<file path="config.mk">
export PLATFORM = sky130hd
export DESIGN_NAME = conv_stream_driver
export DESIGN_NICKNAME = d
export VERILOG_FILES = /design/src/rtl/conv_stream_driver.sv
export SDC_FILE = /design/constraint.sdc
export NUM_CORES = 1
export LEC_CHECK = 0
export CAP_MARGIN = 20
export CORE_MARGIN = 2
export CORE_UTILIZATION = 45
export CTS_CLUSTER_DIAMETER = 30
export DETAILED_ROUTE_END_ITERATION = 6
export PLACE_DENSITY_LB_ADDON = 0.05
export SKIP_CTS_REPAIR_TIMING = 1
export SLEW_MARGIN = 20
export SYNTH_ARGS = -nofsm -noshare
export SYNTH_HDL_FRONTEND = slang
export SYNTH_SLANG_ARGS = --single-unit
</file>
<file path="constraint.sdc">
create_clock -name clk -period 3.9 [get_ports clk]
set_clock_uncertainty 0.1 [all_clocks]
set_input_delay 1.17 -clock clk [delete_from_list [all_inputs] [get_ports clk]]
set_output_delay 1.17 -clock clk [all_outputs]
set_load 0.02 [all_outputs]
</file>
<file path="src/rtl/conv_stream_driver.sv">
// Initiator side of the convolver streams: a host loads x/filter vectors, start streams them
// out on valid/ready masters and collects the CONV_N y results into a readable buffer.
module conv_stream_driver #(
    parameter int  DATA_N   = 8,
    parameter int  FILTER_N = 4,
    parameter int  XW       = 8,
    parameter int  YW       = 18,
    localparam int CONV_N   = DATA_N - FILTER_N + 1,
    localparam int AW       = $clog2(DATA_N),
    localparam int FAW      = $clog2(FILTER_N),
    localparam int RAW      = $clog2(CONV_N)
) (
    input  logic                 clk,
    input  logic                 reset,
    input  logic                 ld_valid,
    input  logic                 ld_sel,
    input  logic [AW-1:0]        ld_addr,
    input  logic signed [XW-1:0] ld_data,
    input  logic                 start,
    output logic                 busy,
    output logic                 done,
    output logic                 m_valid_x,
    input  logic                 m_ready_x,
    output logic signed [XW-1:0] m_data_out_x,
    output logic                 m_valid_f,
    input  logic                 m_ready_f,
    output logic signed [XW-1:0] m_data_out_f,
    input  logic                 s_valid_y,
    output logic                 s_ready_y,
    input  logic signed [YW-1:0] s_data_in_y,
    input  logic [RAW-1:0]       rd_addr,
    output logic signed [YW-1:0] rd_data
);
    localparam int XCW = $clog2(DATA_N + 1);
    localparam int FCW = $clog2(FILTER_N + 1);
    localparam int YCW = $clog2(CONV_N + 1);
    localparam logic [XCW-1:0] X_LAST = XCW'(DATA_N);
    localparam logic [FCW-1:0] F_LAST = FCW'(FILTER_N);
    localparam logic [YCW-1:0] Y_LAST = YCW'(CONV_N);

    typedef enum logic [1:0] {IDLE, RUN, DONE} state_t;

    state_t                state_q, state_d;
    logic [XCW-1:0]        x_cnt_q, x_cnt_d, x_inc;
    logic [FCW-1:0]        f_cnt_q, f_cnt_d, f_inc;
    logic [YCW-1:0]        y_cnt_q, y_cnt_d, y_inc;
    logic                  x_vld_q, x_vld_d, f_vld_q, f_vld_d;
    logic signed [XW-1:0]  x_dat_q, x_dat_d, f_dat_q, f_dat_d;
    logic signed [XW-1:0]  x_buf_q [DATA_N];
    logic signed [XW-1:0]  f_buf_q [FILTER_N];
    logic signed [YW-1:0]  res_q   [CONV_N];
    logic                  ld_we, y_take;

    assign x_inc  = x_cnt_q + 1'b1;
    assign f_inc  = f_cnt_q + 1'b1;
    assign y_inc  = y_cnt_q + 1'b1;
    assign ld_we  = (state_q == IDLE) && ld_valid;
    assign y_take = s_ready_y && s_valid_y;

    assign busy         = (state_q == RUN);
    assign done         = (state_q == DONE);
    assign s_ready_y    = (state_q == RUN) && (y_cnt_q < Y_LAST);
    assign m_valid_x    = x_vld_q;
    assign m_valid_f    = f_vld_q;
    assign m_data_out_x = x_dat_q;
    assign m_data_out_f = f_dat_q;
    assign rd_data      = (int'(rd_addr) < CONV_N) ? res_q[rd_addr] : '0;

    always_comb begin
        state_d = state_q;
        x_cnt_d = x_cnt_q;
        f_cnt_d = f_cnt_q;
        y_cnt_d = y_cnt_q;
        x_vld_d = x_vld_q;
        f_vld_d = f_vld_q;
        x_dat_d = x_dat_q;
        f_dat_d = f_dat_q;
        unique case (state_q)
            IDLE: begin
                if (start) begin
                    state_d = RUN;
                    x_cnt_d = '0;
                    f_cnt_d = '0;
                    y_cnt_d = '0;
                end
            end
            RUN: begin
                if (x_cnt_q == X_LAST && f_cnt_q == F_LAST && y_cnt_q == Y_LAST)
                    state_d = DONE;
                // On a transfer the next word is preloaded so a held-high ready sees no bubble.
                if (x_vld_q) begin
                    if (m_ready_x) begin
                        x_cnt_d = x_inc;
                        if (x_inc < X_LAST) x_dat_d = x_buf_q[x_inc[AW-1:0]];
                        else                x_vld_d = 1'b0;
                    end
                end else if (x_cnt_q < X_LAST) begin
                    x_vld_d = 1'b1;
                    x_dat_d = x_buf_q[x_cnt_q[AW-1:0]];
                end
                if (f_vld_q) begin
                    if (m_ready_f) begin
                        f_cnt_d = f_inc;
                        if (f_inc < F_LAST) f_dat_d = f_buf_q[f_inc[FAW-1:0]];
                        else                f_vld_d = 1'b0;
                    end
                end else if (f_cnt_q < F_LAST) begin
                    f_vld_d = 1'b1;
                    f_dat_d = f_buf_q[f_cnt_q[FAW-1:0]];
                end
                if (y_take) y_cnt_d = y_inc;
            end
            DONE:    state_d = IDLE;
            default: state_d = IDLE;
        endcase
    end

    always_ff @(posedge clk or negedge reset) begin
        if (!reset) begin
            state_q <= IDLE;
            x_cnt_q <= '0;
            f_cnt_q <= '0;
            y_cnt_q <= '0;
            x_vld_q <= 1'b0;
            f_vld_q <= 1'b0;
            x_dat_q <= '0;
            f_dat_q <= '0;
        end else begin
            state_q <= state_d;
            x_cnt_q <= x_cnt_d;
            f_cnt_q <= f_cnt_d;
            y_cnt_q <= y_cnt_d;
            x_vld_q <= x_vld_d;
            f_vld_q <= f_vld_d;
            x_dat_q <= x_dat_d;
            f_dat_q <= f_dat_d;
        end
    end

    genvar gi;
    generate
        for (gi = 0; gi < DATA_N; gi++) begin : g_xbuf
            always_ff @(posedge clk or negedge reset) begin
                if (!reset)                                          x_buf_q[gi] <= '0;
                else if (ld_we && !ld_sel && ld_addr == AW'(gi))     x_buf_q[gi] <= ld_data;
            end
        end
        // Filter writes decode only the low address bits.
        for (gi = 0; gi < FILTER_N; gi++) begin : g_fbuf
            always_ff @(posedge clk or negedge reset) begin
                if (!reset)                                          f_buf_q[gi] <= '0;
                else if (ld_we && ld_sel && ld_addr[FAW-1:0] == FAW'(gi)) f_buf_q[gi] <= ld_data;
            end
        end
        for (gi = 0; gi < CONV_N; gi++) begin : g_res
            always_ff @(posedge clk or negedge reset) begin
                if (!reset)                                          res_q[gi] <= '0;
                else if (y_take && y_cnt_q == YCW'(gi))              res_q[gi] <= s_data_in_y;
            end
        end
    endgenerate
endmodule

</file>
## Word-level counts from Yosys, hierarchy flattened

Index checks and enable logic that the tools add are counted.

| operators by class | value |
|---|---|
| magnitude comparators | 11 |
| muxes and demuxes | 45 |
| reduce and logical (&&, ||, !) cells | 38 |
| bitwise operators | 5 |
| equality and inequality tests | 30 |
| add/sub/neg operators | 3 |

Operators by type and width:

| kind | count |
|---|---|
| 8-bit 2-to-1 mux | 16 |
| 18-bit binary-select mux with 3-bit select | 1 |
| 18-bit 2-to-1 mux | 3 |
| 8-bit binary-select mux with 3-bit select | 2 |
| 8-bit binary-select mux with 2-bit select | 2 |
| 1-bit logical AND | 24 |
| 3-bit equality test (second input constant) | 7 |
| 2-bit by 1-bit inequality test with 1-bit output (second input constant) | 8 |
| 4-bit AND reduction | 4 |
| 3-bit by 2-bit equality test with 1-bit output (second input constant) | 4 |
| 4-bit >= comparator (second input constant) | 3 |
| 3-bit less-than comparator (second input constant) | 4 |
| 3-bit 2-to-1 mux | 4 |
| 4-bit 2-to-1 mux | 3 |
| 3-bit inverter with 4-bit output | 3 |
| 3-bit one-hot mux with 2 select lines | 2 |
| 4-bit less-than comparator (second input constant) | 2 |
| 1-bit 2-to-1 mux | 8 |
| 4-bit one-hot mux with 2 select lines | 1 |
| 3-bit by 1-bit adder with 3-bit output (second input constant) | 2 |
| 2-bit equality test (second input constant) | 3 |
| 3-bit by 1-bit equality test with 1-bit output (second input constant) | 2 |
| 3-bit >= comparator (second input constant) | 2 |
| 3-bit logical NOT | 2 |
| 12 further kinds | 20 |

| storage, ports and cells | value |
|---|---|
| input port bits | 40 |
| register bits after elaboration | 216 |

## Depth between registers and ports, before layout

Gate-level depths: netlist (run 1).

| logic depth | value |
|---|---|
| word-level depth | 8 |
| gate-level depth with buffers | 10 |

## Worst setup path before layout (run 1)

No wires, ideal clock.

| timing | value |
|---|---|
| kind | input to output |
| start | input rd_addr[0] |
| end | output rd_data[10] |
| stages | 6 |
| slack | 0.130 ns |
| data required time | 2.630 ns |
| arrival time | 2.500 ns |
| path through | buf_4 buf_2 nor3b_2 buf_2 nand2_1 o21ai_0 |

| on the way | value |
|---|---|
| cells in the longest elaborated chain, start to end | 5 |
| elaborated cells on any way between the ends | 6 |
| those cells by class | 1 x order compare; 4 x mux; 1 x bitwise |

RTL lines:

| element | RTL line | RTL |
|---|---|---|
| start: declaration | 31 | `input logic [RAW-1:0] rd_addr,` |
| 3-bit inverter with 4-bit output (implied by the code) | 67 | `assign rd_data = (int'(rd_addr) < CONV_N) ? res_q[rd_addr] : '0;` |
| 18-bit binary-select mux with 3-bit select | 67 |  |
| 18-bit 2-to-1 mux (implied by the code) (2 in series) | 67 |  |
| 18-bit 2-to-1 mux (*) | 67 |  |
| end: declaration | 32 | `output logic signed [YW-1:0] rd_data` |

Every way passes the cells marked *; elsewhere a longest branch is shown, timed or not. The select of a mux whose other input is x is not followed.

## Final worst setup path (run 1)

| timing | value |
|---|---|
| start | input rd_addr[0] |
| end | output rd_data[7] |

The elaborated chain is that of the path after synthesis.

==> flow_summary.ini, run 1 <==
[drt]
drt-total-wl_um = 24910
vias_per_cell = 5.532
drt-initial-drc-count = 271
drc = 0
wire_per_inst_um = 20.22
vias = 6815
detail-route-antenna-nets = 0
dr.pass1.iters = 4

[floorplan]
die_h_um = 158.6
boundaryPins = 79
fp-row-count = 56
start_util = 0.4584
dieArea_um2 = 25170
core_area_um2 = 23470
die_w_um = 158.6

[clocking]
cts.sinks = 216
clock_latency_ns = 0.53
ctsRootBufferMaster = clkbuf_16
clk_path_buf_depth = 3
numCtsBuffers = 51
clkSlewWorstSetupHoldPaths_ns = 0.05
htreeDepth = 2
cts_tree = yes

[place]
dp_cells = 1140
place_hpwl_um = 15940
place_ws_ns = -0.5059
port_buffers = 78
gp_congestion = 0.7996

[worst_setup_path]
setup.worst_path.start_class = input port
cp_top_family = buffers and inverters
worst_ep_arrival_time_ns = 2.52
cp_common_cell = dlymetal6s2s_1
end_kind = output pin
timing.critical_path.from = rd_addr[0]
timing.rr.start = x_cnt_q[0]
critPathMaxFanout = 7
crit_chain = dlymetal6s2s_1 -> clkbuf_16 -> mux4_2 -> inv_1 -> o21ai_0 -> dlymetal6s2s_1
cpPeakStageDelay_ns = 0.49
required_ns = 2.63
cp_slowest_cell = mux4_2
critical_path_class = input port to output pin
crit_buf_inv = 4

[global_routing]
grt_pass1_wl_um = 40080
grt_max_degree = 83
first_global_vias = 7469
track_usage = 0.2087
grt.overflow.total = 0
antenna_found_initial = 0

[min_path]
worstHoldStart = m_data_out_f[7]
hp-class = flop to flop

[logic_synthesis]
synth_cells = 766
synth.net_count = 815
avgSynthCellArea_um2 = 14.05
synthTopCellsByArea = dfrtp_1, mux2_2, mux4_2, mux2i_1, o21ai_0
yosys.area.top_type = dfrtp_1
synth_seq_area_share = 0.5023
ys_warn_count = 0
ys_ff_latch = 216
synth_cell_type_count = 49
synthesis.area_um2 = 10760
ys.flop_type = dfrtp_1
async_flop_share = 1.000
synth_most_common_cell = dfrtp_1
synth_edf_count = 0
synth_top_area_share = 0.5023
synth_common_cells = dfrtp_1, mux2_2, mux4_2

[sta]
rsz0062_at_grt = no
fin_ws_ns = 0.1106
relSlewSlack = 0.3911
finalCriticalPeriod_ns = 3.789
slew_viol_final = 0
setup_viol = 0
fin_hold_ws_ns = 0.3817
worst_pin_slew_ns = 0.9073
finalHoldViolCount = 0
max_freq_ghz = 0.2639
post-route-period-util = 0.9716
tns_ns = 0

[finish]
fillers = 1895
nNetsFinal = 924
drive_above_1_share = 0.4239
diodes = 0
syn_to_final_growth_pct = 27.84
layout.cells.non_filler = 1232

[run_status]
outcome = finished clean

[power]
finalPower_w = 0.01103
leakage_nw = 6.424
ir_drop_mv = 0.5513
power.density_nw_per_um2 = 801.6

[run]
drv_cap = 0
## final timing paths
path / to / slack (ns) / cells after the start
worst min register to register: m_data_out_f[7] / 0.38 / 2
worst max-delay path: rd_data[7] / 0.11 / 6
worst min-delay path: m_data_out_f[7] / 0.38 / 2
min in group asynchronous: res_q[4] / 0.60 / 1
max in group asynchronous: res_q[79] / 2.30 / 2
worst max register to register: m_data_out_x[2] / 1.06 / 7
## cell usage in the layout (no fill, tap or decap), drive strengths merged, types with 2 or more instances in the layout
cell,n
nand3,23
dlymetal6s2s,18
clkbuf,64
o21ai,42
a22o,2
clkinvlp,7
mux2i,33
mux4,57
clkdlybuf4s50,57
nor2b,7
nand2b,3
buf,23
inv,31
mux2,195
o2111ai,7
dfrtp,216
a32o,2
bufinv,7
nor3,2
nor2,18
and2,2
nor3b,2
nand2,55
o31ai,3
clkinv,13
a21oi,2
ha,9
and3,4
## state kept, by name, indices dropped and copies added, names as in the netlist, 3 cells and up
name / count
res_q: 90
f_cnt_q: 3
m_data_out_f: 8
y_cnt_q: 3
f_buf_q: 32
x_buf_q: 64
x_cnt_q: 4
m_data_out_x: 8
## where the power goes
group	switching (W)	total (W)	internal, W
combinational	0.00154	0.00325	0.00170
sequential	0.000473	0.00343	0.00296
clock	0.00131	0.00435	0.00304
## tightest hold or removal path: stages, from the launching register on
cell	delay (ns)
dfrtp_1	0.33
nand2_1	0.05
o21ai_0	0.06
## through the flow
stage	utilization	area [um2]
floorplan	-	10760
global placement	0.5067	11890
detailed placement	0.5067	11890
CTS	0.5835	13700
global route	0.5860	13760
finish	0.5860	13760
## final cells by class
type	instances	area, um2	area share
clock inverters	31	389.1	0.02829
flip-flops and latches	216	5406	0.3930
repair buffers	102	1067	0.07759
clock buffers	60	1413	0.1027
inverters	27	106.4	0.007731
multi-input cells	477	4975	0.3617
well taps	319	399.1	0.02902
## per-layer routing
metal	global-route usage	vias up	routed length (um)
met4	0.06993	0	548
met2	0.3696	143	12850
li1	-	3072	-
met1	0.2584	3554	10460
met5	0	-	0
met3	0.03702	46	1060
## cell families after synthesis
group / Yosys count / share of synthesized area
DFF: 216 / 0.5023
and+or+nand+nor: 119 / 0.05942
AOI/OAI and AO/OA: 62 / 0.03465
adders and majority gates: 9 / 0.01047
xor gates and xnor gates: 2 / 0.003373
muxes: 285 / 0.3544
buffers and inverters: 73 / 0.03535
No activity file was read; power rests on OpenSTA's default activity.
==> run 2, diff against run 1 <==
CTS_CLUSTER_DIAMETER = default   (was 30)
SKIP_LAST_GASP = 1   (was default)
==> run 2 against run 1 <==
Net effect: combinational power barely moved; final cell count fell by 3.5%; sequential power barely moved; count of clock-buffer cells in the layout fell by 22; largest cell class unchanged; largest power group is now registers.
==> flow_summary.ini, run 2 (same netlist as run 1, synthesis figures left out) <==
[min_path]
holdPathStages = 2
min_to = m_data_out_f[1]
worstHoldStart = m_data_out_f[1]
hp-class = flop to flop

[sta]
fin_hold_ws_ns = 0.3821
fin_ws_ns = 0.09168
setup_viol = 0
relSlewSlack = 0.3679
post-route-period-util = 0.9765
max_freq_ghz = 0.2626
rsz0062_at_grt = no
slew_viol_final = 0
finalHoldViolCount = 0
worst_pin_slew_ns = 0.9481
tns_ns = 0
finalCriticalPeriod_ns = 3.808

[clocking]
cts_tree = yes
clk_path_buf_depth = 3
clock_latency_ns = 0.52
clkSlewWorstSetupHoldPaths_ns = 0.06
htreeDepth = 1
cts.sinks = 216
numCtsBuffers = 26
ctsRootBufferMaster = clkbuf_16

[worst_setup_path]
r2r-end = m_data_out_x[2]
setup.worst_path.start_class = input port
required_ns = 2.63
critPathMaxFanout = 7
timing.rr.start = x_cnt_q[0]
critical_path_class = input port to output pin
worst_ep_arrival_time_ns = 2.54
timing.critical_path.from = rd_addr[0]
ff2ff_path_depth = 7
end_kind = output pin
r2r_slack_ns = 1.08

[finish]
layout_commonest_cell = dfrtp_1
fillers = 1988
final_cell_mix = dfrtp_1, mux2_2, clkdlybuf4s50_1
final-seq-area_um2 = 5406
multi_input_area_um2 = 4975
top_regs = res_q: 90 flops, x_buf_q: 64 flops, f_buf_q: 32 flops
regMostFlops = res_q
largest_reg_flops = 90
nNetsFinal = 899
syn_to_final_growth_pct = 19.78
stdcell_area_um2 = 12890
drive_above_1_share = 0.3908
diodes = 0

[power]
leakage_nw = 6.019
power.density_nw_per_um2 = 716.3
ir_drop_mv = 0.3848
finalPower_w = 0.009232

[floorplan]
start_util = 0.4584
core_area_um2 = 23470
fp-row-count = 56
die_w_um = 158.6
dieArea_um2 = 25170
boundaryPins = 79
die_h_um = 158.6

[place]
place_ws_ns = -0.5059
place_hpwl_um = 15940
gp_congestion = 0.7996
place_area_um2 = 11890
port_buffers = 78

[global_routing]
track_usage = 0.2036
first_global_vias = 7185
grt_pass1_wl_um = 39210
grt.overflow.total = 0
antenna_found_initial = 0
grt_max_degree = 83

[drt]
drt-initial-drc-count = 272
wire_per_inst_um = 20.56
drt-total-wl_um = 24440
vias = 6573
drc = 0
dr.pass1.iters = 4
detail-route-antenna-nets = 0
vias_per_cell = 5.528

[run_status]
outcome = finished clean

[run]
drv_cap = 0
## run 2: changes by cell type in the layout (fill, tap and decap cells not counted)
| cell | change |
|---|---|
| clkinv_4 | -6 |
| clkbuf_16 | -26 |
| clkinvlp_4 | -7 |
| inv_6 | -3 |
| bufinv_16 | -3 |
| clkbuf_1 | +4 |
| clkinv_2 | -2 |
## run 2: report_power, final
| part | leakage [nW] | switching, W | internal, W |
|---|---|---|---|
| logic | 2.76 | 0.00155 | 0.00170 |
| registers | 2.80 | 0.000467 | 0.00295 |
| clock network | 0.463 | 0.000926 | 0.00164 |
## run 2: worst max path at each step
stage,depth (start not counted),slack (ns),endpoint
after floorplan,6,0.13,rd_data[10]
after global placement,6,-0.51,rd_data[7]
after detailed placement,6,-0.51,rd_data[16]
after CTS,6,-0.51,rd_data[16]
after global routing,6,0.02,rd_data[7]
final,6,0.09,rd_data[7]
## run 2: final cells by class
class	count	area share
Clock buffer	38	0.06029
Tap cell	319	0.03097
Timing Repair Buffer	102	0.08281
Inverter	27	0.008252
Clock inverter	10	0.01223
Multi-Input combinational cell	477	0.3860
Sequential cell	216	0.4195
## run 2: per-stage QoR
step | cells | util
after floorplan | 766 | -
after global placement | 1140 | 0.5067
after detailed placement | 1140 | 0.5067
after CTS | 1188 | 0.5465
after global routing | 1189 | 0.5491
final | 1189 | 0.5491
## run 2: worst max-delay path, cell delays in order
cell and delay [ns]:
dlymetal6s2s_1 0.28, clkbuf_16 0.24, mux4_2 0.49, inv_1 0.06, o21ai_0 0.07, dlymetal6s2s_1 0.22
## run 2: routing by layer
metal / share of wire / GRT usage
met5: 0 / 0
met4: 0.020 / 0.05148
met3: 0.040 / 0.02831
met2: 0.52 / 0.3684
met1: 0.42 / 0.2575
==> run 3, diff against run 2 <==
CORE_ASPECT_RATIO = 1.25   (was default)
==> run 3 against run 2 <==
Net effect: critical path depth unchanged; sequential cell count did not move; maximum frequency up 0.76%; total power shrank 2.3%.
==> flow_summary.ini, run 3 (same netlist as run 1, synthesis figures left out) <==
[worst_setup_path]
critical_path_class = input port to output pin
worst_ep_arrival_time_ns = 2.51
required_ns = 2.63
end_kind = output pin
critPathMaxFanout = 9
r2r_slack_ns = 1.11
setup.worst_path.start_class = input port

[clocking]
clock_latency_ns = 0.51
cts_tree = yes
clkSlewWorstSetupHoldPaths_ns = 0.05
numCtsBuffers = 24
htreeDepth = 1
clk_path_buf_depth = 3
ctsRootBufferMaster = clkbuf_16
cts.sinks = 216

[sta]
finalHoldViolCount = 0
post-route-period-util = 0.9692
max_freq_ghz = 0.2646
relSlewSlack = 0.3837
slew_viol_final = 0
worst_pin_slew_ns = 0.9182
setup_viol = 0
finalCriticalPeriod_ns = 3.780
rsz0062_at_grt = no

[power]
leakage_nw = 5.974
power.density_nw_per_um2 = 708.4
ir_drop_mv = 0.3940

[finish]
largest_reg_flops = 90
drive_above_1_share = 0.3826
layout_commonest_cell = dfrtp_1
regMostFlops = res_q
nNetsFinal = 896
utilization = 0.5383
stdcell_area_um2 = 12730
layout.cells.non_filler = 1152
syn_to_final_growth_pct = 18.29
final_cell_mix = dfrtp_1, mux2_2, clkdlybuf4s50_1
top_regs = res_q: 90 flops, x_buf_q: 64 flops, f_buf_q: 32 flops
diodes = 0
fillers = 1990

[global_routing]
track_usage = 0.2021
gr-usage-met2 = 0.3730
grt.overflow.total = 0
antenna_found_initial = 0
grt_use_met3 = 0.02570
grtUsageMet1 = 0.2464
grt_max_degree = 82
busiest_layer = met2
grt_pass1_wl_um = 39490
first_global_vias = 7236

[min_path]
hp-class = flop to flop

[place]
place_hpwl_um = 16370
place_area_um2 = 11840
gp_congestion = 0.7735
dp_cells = 1112
port_buffers = 78

[floorplan]
dieArea_um2 = 25170
die_h_um = 176.9
fp-row-count = 63
die_w_um = 142.3
core_area_um2 = 23650
start_util = 0.4550
boundaryPins = 79

[drt]
wire_per_inst_um = 21.64
vias = 6624
drt-total-wl_um = 24930
dr.pass1.iters = 4
drt-initial-drc-count = 234
vias_per_cell = 5.750
drc = 0
detail-route-antenna-nets = 0

[run_status]
outcome = finished clean

[run]
drv_cap = 0
==> run 3: critical path: stages <==
cell	delay (ns)
clkdlybuf4s50_1	0.49
nor3b_2	0.21
buf_4	0.22
nand2_1	0.06
o21ai_0	0.09
dlymetal6s2s_1	0.27
==> run 3: stage by stage <==
step | power, W | setup TNS (ns) | setup slack [ns] | hold WS [ns]
floorplan | 0.005818 | 0 | 0.1299 | 0.3587
CTS | 0.009139 | -8.877 | -0.5376 | 0.3866
detailed placement | 0.006781 | -8.766 | -0.5305 | 0.3739
global route | 0.009548 | 0 | 0.01449 | 0.4131
finish | 0.009017 | 0 | 0.1202 | 0.3818
global placement | 0.006632 | -8.379 | -0.4898 | 0.3627
==> run 3: layout make-up <==
class / instances / area [um2] / area share
clock buffers: 34 / 709.4 / 0.05574
repair buffers: 101 / 1062 / 0.08346
well taps: 292 / 365.4 / 0.02870
multi-input cells: 477 / 4975 / 0.3908
flip-flops and latches: 216 / 5406 / 0.4248
inverters: 27 / 106.4 / 0.008355
clock inverters: 5 / 103.9 / 0.008159
==> run 3: path summary, 6_finish.rpt <==
check                           startpoint               to  depth (start not counted)
max                             rd_addr[2]      rd_data[14]                          6
min                        m_data_out_f[5]  m_data_out_f[5]                          2
min in group asynchronous            reset        res_q[11]                          1
max reg2reg                     x_cnt_q[1]  m_data_out_x[0]                          7
min reg2reg                m_data_out_f[5]  m_data_out_f[5]                          2
max in group asynchronous            reset      f_buf_q[19]                          2
==> run 3: power breakdown <==
part | leakage, nW | internal, W | total, W | switching, W
Clock | 0.399 | 0.00145 | 0.00232 | 0.000871
Sequential | 2.80 | 0.00295 | 0.00341 | 0.000459
Combinational | 2.78 | 0.00171 | 0.00328 | 0.00158
Total | 5.97 | 0.00611 | 0.00902 | 0.00291
==> run 3: metal layers <==
layer | up-vias | part of all wire
li1 | 2965 | -
met1 | 3484 | 0.41
met2 | 126 | 0.53
met3 | 49 | 0.036
met4 | 0 | 0.026
met5 | - | 0
